<file path="config.mk">
export PLATFORM = sky130hd
export DESIGN_NAME = alarm_ringer
export DESIGN_NICKNAME = d
export VERILOG_FILES = /design/src/rtl/alarm_ringer.sv
export SDC_FILE = /design/constraint.sdc
export NUM_CORES = 1
export LEC_CHECK = 0
export BUFFER_PORTS_ARGS = -buffer_cell sky130_fd_sc_hd__clkbuf_2
export CORE_ASPECT_RATIO = 0.7
export CORE_MARGIN = 4
export CORE_UTILIZATION = 30
export CTS_CLUSTER_SIZE = 10
export DETAILED_ROUTE_END_ITERATION = 16
export GPL_ROUTABILITY_DRIVEN = 1
export PLACE_DENSITY = 0.48
export SLEW_MARGIN = 20
export SYNTH_ARGS = -nofsm -noshare
export SYNTH_HDL_FRONTEND = slang
export SYNTH_SLANG_ARGS = --single-unit
export TNS_END_PERCENT = 1
</file>
<file path="constraint.sdc">
create_clock -name clock -period 2.1 [get_ports clock]
set_input_delay 0.315 -clock clock [delete_from_list [all_inputs] [get_ports clock]]
set_output_delay 0.315 -clock clock [all_outputs]
set_load 0.01 [all_outputs]
</file>
<file path="src/rtl/alarm_ringer.sv">
`default_nettype none
// ---------------------------------------------------------------------------
// alarm_ringer: alarm-time match detector with bounded ringing, stop and snooze
// Rev 1.0
// ---------------------------------------------------------------------------
module alarm_ringer #(
  parameter int RING_SECONDS   = 60,
  parameter int SNOOZE_SECONDS = 300,
  parameter int MAX_SNOOZE     = 3,
  parameter int CNT_W          = 9
) (
  input  logic       clock,
  input  logic       reset,
  input  logic       tick_1hz,
  input  logic       alarm_enable,
  input  logic       stop,
  input  logic       snooze,
  input  logic [5:0] cur_hour,
  input  logic [5:0] cur_minute,
  input  logic [5:0] cur_second,
  input  logic [5:0] alm_hour,
  input  logic [5:0] alm_minute,
  input  logic [5:0] alm_second,
  output logic       ringing,
  output logic       buzzer,
  output logic       snoozing,
  output logic [1:0] snooze_used
);

  localparam logic [CNT_W-1:0] RING_LOAD    = CNT_W'(RING_SECONDS);
  localparam logic [CNT_W-1:0] SNOOZE_LOAD  = CNT_W'(SNOOZE_SECONDS);
  localparam logic [CNT_W-1:0] CNT_ONE      = CNT_W'(1);
  localparam logic [1:0]       SNOOZE_LIMIT = 2'(MAX_SNOOZE);

  typedef enum logic [1:0] {
    ST_IDLE    = 2'd0,
    ST_RINGING = 2'd1,
    ST_SNOOZE  = 2'd2
  } state_t;

  state_t           state_q;
  logic [CNT_W-1:0] cnt_q;
  logic             beep_q;
  logic [1:0]       used_q;
  logic             ringing_q;
  logic             snoozing_q;
  logic             match_q;

  logic match_d;
  logic trigger_d;

  assign match_d   = alarm_enable &
                     ({cur_hour, cur_minute, cur_second} == {alm_hour, alm_minute, alm_second});
  // Rising edge only, so a held match produces a single alarm event.
  assign trigger_d = match_d & ~match_q;

  always_ff @(posedge clock) begin
    if (reset) begin
      state_q    <= ST_IDLE;
      cnt_q      <= '0;
      beep_q     <= 1'b0;
      used_q     <= 2'd0;
      ringing_q  <= 1'b0;
      snoozing_q <= 1'b0;
      match_q    <= 1'b1;
    end else begin
      match_q <= match_d;
      if (!alarm_enable) begin
        state_q    <= ST_IDLE;
        cnt_q      <= '0;
        beep_q     <= 1'b0;
        used_q     <= 2'd0;
        ringing_q  <= 1'b0;
        snoozing_q <= 1'b0;
      end else begin
        case (state_q)
          ST_IDLE: begin
            if (trigger_d) begin
              state_q   <= ST_RINGING;
              ringing_q <= 1'b1;
              cnt_q     <= RING_LOAD;
              beep_q    <= 1'b1;
              used_q    <= 2'd0;
            end
          end
          ST_RINGING: begin
            if (stop) begin
              state_q   <= ST_IDLE;
              ringing_q <= 1'b0;
              cnt_q     <= '0;
              beep_q    <= 1'b0;
              used_q    <= 2'd0;
            end else if (snooze && (used_q < SNOOZE_LIMIT)) begin
              state_q    <= ST_SNOOZE;
              ringing_q  <= 1'b0;
              snoozing_q <= 1'b1;
              cnt_q      <= SNOOZE_LOAD;
              beep_q     <= 1'b0;
              used_q     <= used_q + 2'd1;
            end else if (tick_1hz) begin
              beep_q <= ~beep_q;
              cnt_q  <= cnt_q - CNT_ONE;
              if (cnt_q == CNT_ONE) begin
                state_q   <= ST_IDLE;
                ringing_q <= 1'b0;
              end
            end
          end
          ST_SNOOZE: begin
            if (stop) begin
              state_q    <= ST_IDLE;
              snoozing_q <= 1'b0;
              cnt_q      <= '0;
              used_q     <= 2'd0;
            end else if (tick_1hz) begin
              if (cnt_q == CNT_ONE) begin
                state_q    <= ST_RINGING;
                ringing_q  <= 1'b1;
                snoozing_q <= 1'b0;
                cnt_q      <= RING_LOAD;
                beep_q     <= 1'b1;
              end else begin
                cnt_q <= cnt_q - CNT_ONE;
              end
            end
          end
          default: begin
            state_q    <= ST_IDLE;
            ringing_q  <= 1'b0;
            snoozing_q <= 1'b0;
            cnt_q      <= '0;
            beep_q     <= 1'b0;
          end
        endcase
      end
    end
  end

  assign ringing     = ringing_q;
  assign buzzer      = ringing_q & beep_q;
  assign snoozing    = snoozing_q;
  assign snooze_used = used_q;

endmodule
`default_nettype wire

</file>
==> qor.csv <==
stage,metric,value,unit
outcome,status,finished clean,
setup_path,CP max stage delay,450,ps
timing,Final Hold Violating Endpoints,0,
clock_tree,worst skew pair latency,260,ps
clock_tree,CTS sink count,17,
clock_tree,CTS root buf,clkbuf_8,
die,IO Count,47,
die,Die Area,0.005790,mm²
placement,port buffer count,46,
routing,Iter 0 DRT Violations,95,
setup_path,Max Fanout on Critical Path,5,
setup_path,crit-path cells,"ha_1, nor2b_2, nor3_1, a21oi_2, buf_4, or4b_1, o21ai_0",
global_route,vias in the first global route,1388,
pwr,static leakage,0.7651,nW
global_route,global-route wire length before repair,6.417,mm
worst_hold_path,Hold WC Path Type,in -> reg,
timing,Setup WS post-layout,172.3,ps
placement,Inst Count DP,284,
clock_tree,"Hold-fix buffers, CTS",0,
layout,NumNets Final,279,
setup_path,critical path's slowest cell,or4b_1,
yosys,"top cells by count, synth","17 x dfxtp_1, 16 x nor2_1, 15 x nand2_1",
timing,Slew Limit Fails,0,
yosys,"Net Count, Synth",218,
yosys,Yosys top cell by area,dfxtp_1,
job,Maximum Capacitance Violations,0,
routing,DRC viols,0,
yosys,Synth cell types,45,
timing,slew margin rel.,66.78,%
setup_path,crit end category,register,
die,Die Wd,89.25,µm
yosys,most frequent cell after synthesis,dfxtp_1,
clock_tree,CTS tree,done,
yosys,post-synthesis cell area,0.001386,mm²
layout,antenna cells,0,
setup_path,Critical path buffers and inverters,1,
routing,post-DR wirelength/cell,13.45,µm
yosys,async set or reset register ratio after synthesis,0,%
routing,TritonRoute pass-1 iters,7,
timing,clock skew,8.761,ps
timing,Max Fclk,518.8,MHz
timing,worst-margin pin slew,498.4,ps
clock_tree,number of H-tree levels,1,
clock_tree,clock slew at reported path FFs,80,ps
global_route,grt total ovfl,0,
yosys,largest cells by area after synthesis,"dfxtp_1 25%, xor2_1 5.7%, xnor2_1 5.1%",
setup_path,Worst Path Required,2280,ps
yosys,Mean Syn Cell Area,8.013,µm²
timing,final period utilization,91.79,%
yosys,Yosys Warn Count,0,
yosys,Post-synth top flop,dfxtp_1,
placement,gpl congestion,0.8058,
placement,Place WS,-27.34,ps
yosys,post-synthesis register bit count,17,
layout,layout cells sized above 1,33.48,%
placement,Post-DP HPWL,3.160,mm
die,# rows,20,
die,die height,64.88,µm
global_route,largest net degree at the start of global routing,17,
routing,vias per inst,4.976,
die,Starting Density,31.48,%
pwr,Worst VDD drop,0.0002477,V
yosys,share of the synthesized area in the top cell type,24.55,%
layout,Final Util,41.48,%
routing,DRT Wirelength,3.873,mm
die,core box area,0.004404,mm²
setup_path,startpoint types,register,
timing,Setup Viol. Count Final,0,
routing,routed vias,1433,
layout,Area Overhead vs Synth,31.77,%
yosys,Synth Instances,173,
routing,post-route ant nets,0,
layout,non-filler cells in the finished layout,288,
yosys,Post-synth EDFFs,0,
timing,post-route minimum period,1928,ps
clock_tree,Num CTS Buffers,3,
timing,RSZ-0062 raised after global routing,no,
pwr,PwrDens,379.6,mW/mm²
clock_tree,clk buf depth,2,
setup_path,Setup CP Type,reg -> reg,
global_route,initial antenna violation count,0,
setup_path,WP data arrival,2110,ps
global_route,global-route usage over all layers,14.03,%
clock_tree,setup repair bufs after CTS,0,
setup_path,Crit path max-delay family,simple AND/OR/NAND/NOR gates,
clock_tree,CTS resizes,0,
yosys,"Seq/Total Area, Yosys",24.55,%
-- where the power goes --
group | switching, mW | leakage [nW] | internal, mW
sequential | 0.000219 | 0.137 | 0.323
combinational | 0.0530 | 0.602 | 0.0566
clock | 0.128 | 0.0255 | 0.132
total | 0.182 | 0.765 | 0.512
-- logic make-up (layout without fill, tap and decap cells) --
logic type | after synthesis | count (layout) | share of synthesized area, %
fa+ha+maj | 3 | 3 | 2.708
buf+inv | 17 | 77 | 5.867
flops | 17 | 17 | 24.55
compound gates | 46 | 46 | 26.62
mux | 2 | 2 | 1.444
xor+xnor | 17 | 17 | 10.74
simple gates | 71 | 71 | 28.07
-- final cells by class --
type,count,area [µm²]
fill,449,2577
multi-input combinational,139,979.7
timing repair buffer,62,350.3
sequential,17,340.3
tap,55,68.82
clock buffer,3,41.29
inverter,11,41.29
clock inverter,1,5.005
-- layout by cell type (no fill, tap or decap), drive strengths merged, types with 4 or more instances in the layout --
cell type	synthesis	routed
nor3	9	9
o21ai	10	10
dfxtp	17	17
buf	4	16
clkbuf	2	49
xor2	9	9
nand2b	7	7
inv	11	11
nand3	6	6
nand2	15	15
a21oi	11	11
nor4	4	4
o211ai	5	5
xnor2	8	8
nor2	16	16
-- sequential cells by signal, summed over array words and instances, names as in the netlist --
register,flops
snooze_used,2
beep_q,1
ringing,1
state_q,2
snoozing,1
cnt_q,9
match_q,1
-- metal layers --
| metal | global-route usage [%] | wire length (µm) | share of wire, % | up-vias |
|---|---|---|---|---|
| li1 | - | - | - | 744 |
| met1 | 22.42 | 2123 | 55 | 644 |
| met2 | 18.93 | 1494 | 39 | 43 |
| met3 | 3.050 | 230 | 5.9 | 2 |
| met4 | 2.230 | 25 | 0.65 | 0 |
| met5 | 0 | 0 | 0 | - |
-- per-stage QoR --
stage / cell area (µm²) / total power [mW] / TNS, ps / hold WS, ps
finish: 1827 / 0.6934 / 0 / 282.1
global route: 1827 / 0.7267 / 0 / 295.3
CTS: 1812 / 0.7045 / 0 / 277.8
detailed placement: 1765 / 0.4401 / -48.20 / 471.3
global placement: 1765 / 0.4405 / 0 / 480.5
floorplan: 1386 / 0.3833 / 0 / 416.5
-- final timing paths --
check / start / end / cells after the start / slack [ps]
worst min register to register: snooze_used[1] / snooze_used[1] / 2 / 490
worst min-delay path: reset / match_q / 2 / 280
worst max-delay path: snooze_used[1] / cnt_q[7] / 7 / 170
worst max register to register: snooze_used[1] / cnt_q[7] / 7 / 170
(Power assumes the default switching activity.)
